==> config.mk <==
export PLATFORM = sky130hd
export DESIGN_NAME = sync_trigger_gen
export DESIGN_NICKNAME = d
export VERILOG_FILES = /design/src/rtl/sync_gen_pkg.sv /design/src/rtl/sync_pulse_div.sv /design/src/rtl/sync_trigger_gen.sv
export SDC_FILE = /design/constraint.sdc
export NUM_CORES = 1
export LEC_CHECK = 0
export BUFFER_PORTS_ARGS = -buffer_cell sky130_fd_sc_hd__buf_2
export CAP_MARGIN = 40
export CORE_MARGIN = 4
export CORE_UTILIZATION = 46
export DETAILED_ROUTE_END_ITERATION = 7
export PLACE_DENSITY = 0.65
export RECOVER_POWER = 50
export SYNTH_ARGS = -nofsm -noshare
export SYNTH_HDL_FRONTEND = slang
export SYNTH_SLANG_ARGS = --single-unit
==> constraint.sdc <==
create_clock -name ref_clk -period 5.43 [get_ports ref_clk]
set_clock_uncertainty 0.2 [all_clocks]
set_input_delay 1.086 -clock ref_clk [delete_from_list [all_inputs] [get_ports ref_clk]]
set_output_delay 1.086 -clock ref_clk [all_outputs]
set_load 0.01 [all_outputs]
==> src/rtl/sync_gen_pkg.sv <==
// ----------------------------------------------------------------------------
// sync_gen_pkg
// Shared types and constants for the trigger sync link transmitter.
//   SYNC_GEN_STATE  : one-hot state encoding of the trigger FSM
//   MIN_HALF_PERIOD : smallest usable sync_pulse half period (ref_clk ticks)
//   GUARD_WRAPS     : divider wraps trigger_line is held low after a trigger
// ----------------------------------------------------------------------------
package sync_gen_pkg;

    typedef enum logic [3:0] {
        GEN_IDLE   = 4'd1,
        GEN_ARMED  = 4'd2,
        GEN_ACTIVE = 4'd4,
        GEN_GUARD  = 4'd8
    } SYNC_GEN_STATE;

    localparam int MIN_HALF_PERIOD = 2;
    localparam int GUARD_WRAPS     = 2;

endpackage

==> src/rtl/sync_pulse_div.sv <==
// ----------------------------------------------------------------------------
// sync_pulse_div
// Divides ref_clk into the sync_pulse clock (idles high, 50% duty).
// Ports:
//   clk_i          ref_clk
//   rst_ni         asynchronous active-low reset
//   enable_i       run the divider; low holds div_cnt at 0 and sync_pulse at 1
//   half_period_i  requested half period in ticks (values below 2 act as 2)
//   sync_pulse_o   divided clock
//   div_cnt_o      position inside the current half period
//   hp_eff_o       half period currently in force
//   wrap_evt_o     div_cnt is at its last tick; the next edge toggles sync_pulse
//   fall_evt_o     wrap during the high phase; sync_pulse reads 0 next cycle
// ----------------------------------------------------------------------------
module sync_pulse_div
    import sync_gen_pkg::*;
#(
    parameter int DIV_WIDTH = 8
) (
    input  logic                 clk_i,
    input  logic                 rst_ni,
    input  logic                 enable_i,
    input  logic [DIV_WIDTH-1:0] half_period_i,
    output logic                 sync_pulse_o,
    output logic [DIV_WIDTH-1:0] div_cnt_o,
    output logic [DIV_WIDTH-1:0] hp_eff_o,
    output logic                 wrap_evt_o,
    output logic                 fall_evt_o
);

    function automatic logic [DIV_WIDTH-1:0] sat_half(input logic [DIV_WIDTH-1:0] hp);
        if (hp < DIV_WIDTH'(MIN_HALF_PERIOD)) begin
            return DIV_WIDTH'(MIN_HALF_PERIOD);
        end
        return hp;
    endfunction

    logic [DIV_WIDTH-1:0] div_cnt_q, div_cnt_d;
    logic [DIV_WIDTH-1:0] hp_eff_q, hp_eff_d;
    logic                 sync_q, sync_d;
    logic                 loaded_q;
    logic                 run;
    logic                 wrap;

    // The first cycle after reset release is spent loading hp_eff, so the
    // counter always starts against a freshly latched half period.
    assign run  = enable_i & loaded_q;
    assign wrap = run & (div_cnt_q == hp_eff_q - DIV_WIDTH'(1));

    always_comb begin
        div_cnt_d = div_cnt_q + DIV_WIDTH'(1);
        sync_d    = sync_q;
        hp_eff_d  = hp_eff_q;
        if (!run) begin
            div_cnt_d = '0;
            sync_d    = 1'b1;
            hp_eff_d  = sat_half(half_period_i);
        end else if (wrap) begin
            div_cnt_d = '0;
            sync_d    = ~sync_q;
            hp_eff_d  = sat_half(half_period_i);
        end
    end

    always_ff @(posedge clk_i or negedge rst_ni) begin
        if (!rst_ni) begin
            div_cnt_q <= '0;
            hp_eff_q  <= DIV_WIDTH'(MIN_HALF_PERIOD);
            sync_q    <= 1'b1;
            loaded_q  <= 1'b0;
        end else begin
            div_cnt_q <= div_cnt_d;
            hp_eff_q  <= hp_eff_d;
            sync_q    <= sync_d;
            loaded_q  <= 1'b1;
        end
    end

    assign sync_pulse_o = sync_q;
    assign div_cnt_o    = div_cnt_q;
    assign hp_eff_o     = hp_eff_q;
    assign wrap_evt_o   = wrap;
    assign fall_evt_o   = wrap & sync_q;

endmodule

==> src/rtl/sync_trigger_gen.sv <==
// ----------------------------------------------------------------------------
// sync_trigger_gen
// Transmit end of the trigger sync link. Produces the sync_pulse clock and, on
// request, raises trigger_line ahead of a sync_pulse falling edge, holds it
// for a programmed number of sync periods, then keeps it low for one full
// guard period before accepting another request.
// Ports:
//   ref_clk, rst_n        clock, asynchronous active-low reset
//   enable                run divider; low stops it and aborts any trigger
//   half_period           sync_pulse half period in ticks (min 2)
//   lead_ticks            arming lead ahead of the falling edge
//   hold_periods          falling edges trigger_line stays high (0 acts as 1)
//   trig_req              launch request
//   trig_ack              1-cycle pulse, request accepted
//   req_overrun           1-cycle pulse per cycle trig_req is seen while busy
//   sync_pulse            divided clock, idles high
//   trigger_line          trigger to the receivers
//   busy                  FSM not idle
//   trig_count            triggers launched, wraps; cleared only by rst_n
// ----------------------------------------------------------------------------
module sync_trigger_gen
    import sync_gen_pkg::*;
#(
    parameter int DIV_WIDTH  = 8,
    parameter int HOLD_WIDTH = 8,
    parameter int CNT_WIDTH  = 16
) (
    input  logic                  ref_clk,
    input  logic                  rst_n,
    input  logic                  enable,
    input  logic [DIV_WIDTH-1:0]  half_period,
    input  logic [DIV_WIDTH-1:0]  lead_ticks,
    input  logic [HOLD_WIDTH-1:0] hold_periods,
    input  logic                  trig_req,
    output logic                  trig_ack,
    output logic                  req_overrun,
    output logic                  sync_pulse,
    output logic                  trigger_line,
    output logic                  busy,
    output logic [CNT_WIDTH-1:0]  trig_count
);

    function automatic logic [DIV_WIDTH-1:0] clamp_lead(input logic [DIV_WIDTH-1:0] lead,
                                                        input logic [DIV_WIDTH-1:0] lim);
        return (lead > lim) ? lim : lead;
    endfunction

    function automatic logic [HOLD_WIDTH-1:0] hold_floor(input logic [HOLD_WIDTH-1:0] h);
        return (h == '0) ? HOLD_WIDTH'(1) : h;
    endfunction

    logic [DIV_WIDTH-1:0]  div_cnt, hp_eff, hp_m1, lead_use, arm_pt;
    logic                  wrap_evt, fall_evt, arm_hit;

    SYNC_GEN_STATE         state_q;
    logic [DIV_WIDTH-1:0]  lead_eff_q;
    logic [HOLD_WIDTH-1:0] hold_eff_q, hold_cnt_q;
    logic [1:0]            guard_cnt_q;
    logic                  trig_line_q, ack_q, ovr_q, busy_q;
    logic [CNT_WIDTH-1:0]  cnt_q;

    sync_pulse_div #(.DIV_WIDTH(DIV_WIDTH)) u_div (
        .clk_i         (ref_clk),
        .rst_ni        (rst_n),
        .enable_i      (enable),
        .half_period_i (half_period),
        .sync_pulse_o  (sync_pulse),
        .div_cnt_o     (div_cnt),
        .hp_eff_o      (hp_eff),
        .wrap_evt_o    (wrap_evt),
        .fall_evt_o    (fall_evt)
    );

    // Lead is re-clamped against the live half period so a shorter period
    // loaded at a wrap can never push the arming point out of range.
    assign hp_m1    = hp_eff - DIV_WIDTH'(1);
    assign lead_use = clamp_lead(lead_eff_q, hp_m1);
    assign arm_pt   = hp_m1 - lead_use;
    assign arm_hit  = sync_pulse & (div_cnt == arm_pt);

    always_ff @(posedge ref_clk or negedge rst_n) begin
        if (!rst_n) begin
            state_q     <= GEN_IDLE;
            trig_line_q <= 1'b0;
            ack_q       <= 1'b0;
            ovr_q       <= 1'b0;
            busy_q      <= 1'b0;
            cnt_q       <= '0;
            lead_eff_q  <= '0;
            hold_eff_q  <= HOLD_WIDTH'(1);
            hold_cnt_q  <= '0;
            guard_cnt_q <= '0;
        end else begin
            ack_q <= 1'b0;
            ovr_q <= 1'b0;
            if (!enable) begin
                // Abort: everything but trig_count returns to idle.
                state_q     <= GEN_IDLE;
                trig_line_q <= 1'b0;
                busy_q      <= 1'b0;
                hold_cnt_q  <= '0;
                guard_cnt_q <= '0;
            end else begin
                if (trig_req && state_q != GEN_IDLE) begin
                    ovr_q <= 1'b1;
                end
                case (state_q)
                    GEN_IDLE: begin
                        if (trig_req) begin
                            state_q    <= GEN_ARMED;
                            busy_q     <= 1'b1;
                            ack_q      <= 1'b1;
                            lead_eff_q <= clamp_lead(lead_ticks, hp_m1);
                            hold_eff_q <= hold_floor(hold_periods);
                        end
                    end
                    GEN_ARMED: begin
                        if (arm_hit) begin
                            state_q     <= GEN_ACTIVE;
                            trig_line_q <= 1'b1;
                            cnt_q       <= cnt_q + CNT_WIDTH'(1);
                            hold_cnt_q  <= '0;
                        end
                    end
                    GEN_ACTIVE: begin
                        if (fall_evt) begin
                            if (hold_cnt_q == hold_eff_q - HOLD_WIDTH'(1)) begin
                                state_q     <= GEN_GUARD;
                                trig_line_q <= 1'b0;
                                guard_cnt_q <= '0;
                            end else begin
                                hold_cnt_q <= hold_cnt_q + HOLD_WIDTH'(1);
                            end
                        end
                    end
                    GEN_GUARD: begin
                        if (wrap_evt) begin
                            if (guard_cnt_q == 2'(GUARD_WRAPS - 1)) begin
                                state_q <= GEN_IDLE;
                                busy_q  <= 1'b0;
                            end else begin
                                guard_cnt_q <= guard_cnt_q + 2'd1;
                            end
                        end
                    end
                    default: begin
                        state_q     <= GEN_IDLE;
                        busy_q      <= 1'b0;
                        trig_line_q <= 1'b0;
                    end
                endcase
            end
        end
    end

    assign trigger_line = trig_line_q;
    assign trig_ack     = ack_q;
    assign req_overrun  = ovr_q;
    assign busy         = busy_q;
    assign trig_count   = cnt_q;

endmodule

==> qor.json <==
{
  "global_routing": {
    "global_route.overflow_total": 0,
    "grt.total_usage_pct": 19.83,
    "grt_first_pass_wirelength_um": 18180,
    "grt_max_degree": 39,
    "antenna_violations_before_repair": 0,
    "grt_pass1_vias": 3683
  },
  "timing": {
    "final.setup.worst_slack_ns": 0.1332,
    "timing.setup.tns_ns": 0,
    "fin_crit_ns": 5.297,
    "fin_hold_ws_ns": 0.2668,
    "finish_stage_setup_viols": 0,
    "clock.fmax_mhz": 188.8,
    "timing.final.hold_violations": 0,
    "slew_at_the_pin_closest_to_its_max_slew_limit_ns": 2.083,
    "maxSlewHeadroom_pct": -38.85,
    "min_period_over_period_pct": 97.55,
    "report.final.slew_viol_count": 71
  },
  "logic_synthesis": {
    "mappedNetlistArea_um2": 4492,
    "async_reset_ff_share_pct": 100.0,
    "synth-edff-count": 0,
    "synth_sequential_area_ratio_pct": 37.99,
    "postSynth.topFlopCell": "dfrtp_1",
    "gate_count_after_technology_mapping": 478,
    "synth_top_cells_by_area": "dfrtp_1, ha_1, xor2_1",
    "yosysWarningCount": 0,
    "synthesis.nets": 532,
    "post-synth-top-area-fraction_pct": 35.65,
    "yosys.cell_types.count": 66,
    "postSynthRegisterBits": 68,
    "synth.avg_cell_area_um2": 9.397,
    "yosysTopAreaCell": "dfrtp_1"
  },
  "detailed_routing": {
    "drt-vias-per-instance": 5.593,
    "avgRoutedWirePerCell_um": 16.37,
    "number_of_remaining_drc_errors": 0,
    "drt_pass1_iterations": 5,
    "vias": 3837,
    "postRouteAntennaNets": 0,
    "wirelength_um": 11230,
    "first_iter_violations": 163
  },
  "floorplan": {
    "dieArea_um2": 11410,
    "floorplan.core_area_um2": 9371,
    "row_count": 35,
    "initial_utilization_pct": 47.93,
    "die_x_um": 106.8,
    "die_h_um": 106.8,
    "top_level_ports": 49
  },
  "placed_design": {
    "dp_hpwl_um": 8065,
    "dp_cells": 662,
    "placed_cell_area_um2": 4995,
    "pre_cts_slack_ns": -0.02310,
    "finalWeightedCongestion": 0.7991,
    "place.port_buffers": 48
  },
  "setup_path": {
    "critical_path_class": "flip-flop to flip-flop",
    "critPathLaunchType": "flip-flop",
    "critical_path_peak_fanout": 5,
    "cp.required_ns": 5.51,
    "endpoint_kind": "flip-flop",
    "worst-endpoint-arrival_ns": 5.37
  },
  "final_layout": {
    "antenna-diode-count": 0,
    "finish.utilization_pct": 58.41,
    "layout_commonest_cell": "dfrtp_1",
    "final-instance-count-excl-fill": 686,
    "post-route-cell-area_um2": 5474,
    "fin_nets": 606,
    "area_growth_syn_to_layout_pct": 21.87,
    "layout_common_cells": "dfrtp_1, nand2_1, buf_2",
    "fillers": 844,
    "post_route_cells_drive_above_1_share_pct": 23.88
  },
  "pwr": {
    "cellPowerDensity_nw_per_um2": 346.5,
    "power_mw": 1.897,
    "ir_worst_vdd_v": 0.0001565,
    "power.leakage_nw": 2.663
  },
  "cts": {
    "ctsHtreeMaxLevel": 3,
    "cts_max_path_buffers": 2,
    "insertion_delay_ns": 0.35,
    "cts.reportedPaths.clkPinSlew_ns": 0.09,
    "cts.root.buffer_cell": "clkbuf_8",
    "clock-sinks": 68,
    "cts_tree": "done",
    "number_of_hold_buffers_added_after_cts": 0,
    "cts_inserted_buffers": 9
  },
  "run_status": {
    "failed_checks": "capacitance limit, slew limit",
    "run_status": "finished, violations left"
  },
  "job": {
    "timing.max_cap.violations": 2
  },
  "hold_path": {
    "timing.hold.worst.class": "flip-flop to flip-flop"
  }
}
-- Yosys cell counts, types with 7 or more instances --
library cell,n
mux2i_1,15
nor4_1,9
nor2_1,40
xnor2_1,17
nand2_1,54
clkbuf_1,7
inv_1,22
dfrtp_1,64
xor2_1,31
a21oi_1,13
and3_1,10
nand3_1,27
ha_1,25
nor3_1,15
mux2_2,7
o21ai_0,28
-- power by group --
| part | switching [mW] | leakage, nW | internal (mW) |
|---|---|---|---|
| combinational | 0.450 | 1.68 | 0.375 |
| sequential | 0.0739 | 0.881 | 0.567 |
| clock | 0.216 | 0.101 | 0.215 |
| total | 0.740 | 2.66 | 1.16 |
-- flip-flops by register name, indices dropped and copies added, names as in the netlist, 2 cells and up --
signal,count
guard_cnt_q,2
trig_count,16
hold_eff_q,8
u_div.hp_eff_o,8
u_div.div_cnt_o,8
lead_eff_q,8
state_q,4
hold_cnt_q,8
-- worst max-delay path, cell delays in order (launching register included) --
cell       delay [ns]
dfstp_2          0.55
inv_1            0.06
ha_2             0.18
xor2_1           0.24
inv_1            0.12
ha_4             0.29
o21a_1           0.12
o21ai_0          0.08
a21o_1           0.17
maj3_2           0.33
a21oi_2          0.15
nand2_2          0.13
mux2i_2          0.24
ha_2             0.23
fa_1             0.42
xor2_1           0.15
nand2_1          0.08
a211oi_2         0.19
nand3_1          0.15
nor4_4           0.24
buf_6            0.17
a21oi_4          0.08
or4_4            0.53
a2bb2oi_2        0.12
-- path summary, 6_finish.rpt --
kind / from / end / slack [ns] / cells after the start
max: u_div.hp_eff_o[1] / hold_cnt_q[4] / 0.13 / 23
min: trig_count[15] / trig_count[15] / 0.27 / 1
max reg2reg: u_div.hp_eff_o[1] / hold_cnt_q[4] / 0.13 / 23
min reg2reg: trig_count[15] / trig_count[15] / 0.27 / 1
max in group asynchronous: rst_n / hold_cnt_q[0] / 1.37 / 2
min in group asynchronous: rst_n / u_div.div_cnt_o[4] / 0.98 / 1
-- cell families after synthesis --
logic type                 after synthesis  synth area share (%)
other                                    1               0.08349
and+or+nand+nor                        195                 22.01
muxes                                   22                 5.098
DFF                                     68                 37.99
buffers and inverters                   32                 2.953
adders and majority gates               27                 7.632
AOI/OAI and AO/OA                       78                 11.48
xor gates and xnor gates                55                 12.76
-- cell type report --
class | count | area, um2 | area share, %
timing repair buffer | 72 | 434.2 | 7.931
sequential | 68 | 1707 | 31.18
clock buffer | 9 | 123.9 | 2.263
clock inverter | 7 | 76.32 | 1.394
multi-input combinational | 379 | 2889 | 52.78
inverter | 22 | 82.58 | 1.509
tap | 129 | 161.4 | 2.949
-- repair_timing --
action	in CTS	in global routing
endpoints found under the setup margin	14	27
hold endpoints to repair	0	0
buffers inserted	3	3
resized for setup	10	31
cloned	1	1
pin swaps	3	6
-- routing by layer --
| metal | part of all wire (%) | GRT usage, % | vias to the layer above |
|---|---|---|---|
| met5 | 0 | 0 | - |
| li1 | - | - | 1860 |
| met4 | 1.6 | 5.662 | 0 |
| met2 | 48 | 32.06 | 108 |
| met3 | 4.5 | 3.974 | 15 |
| met1 | 45 | 27.08 | 1854 |
No activity file was read; power rests on OpenSTA's default activity.
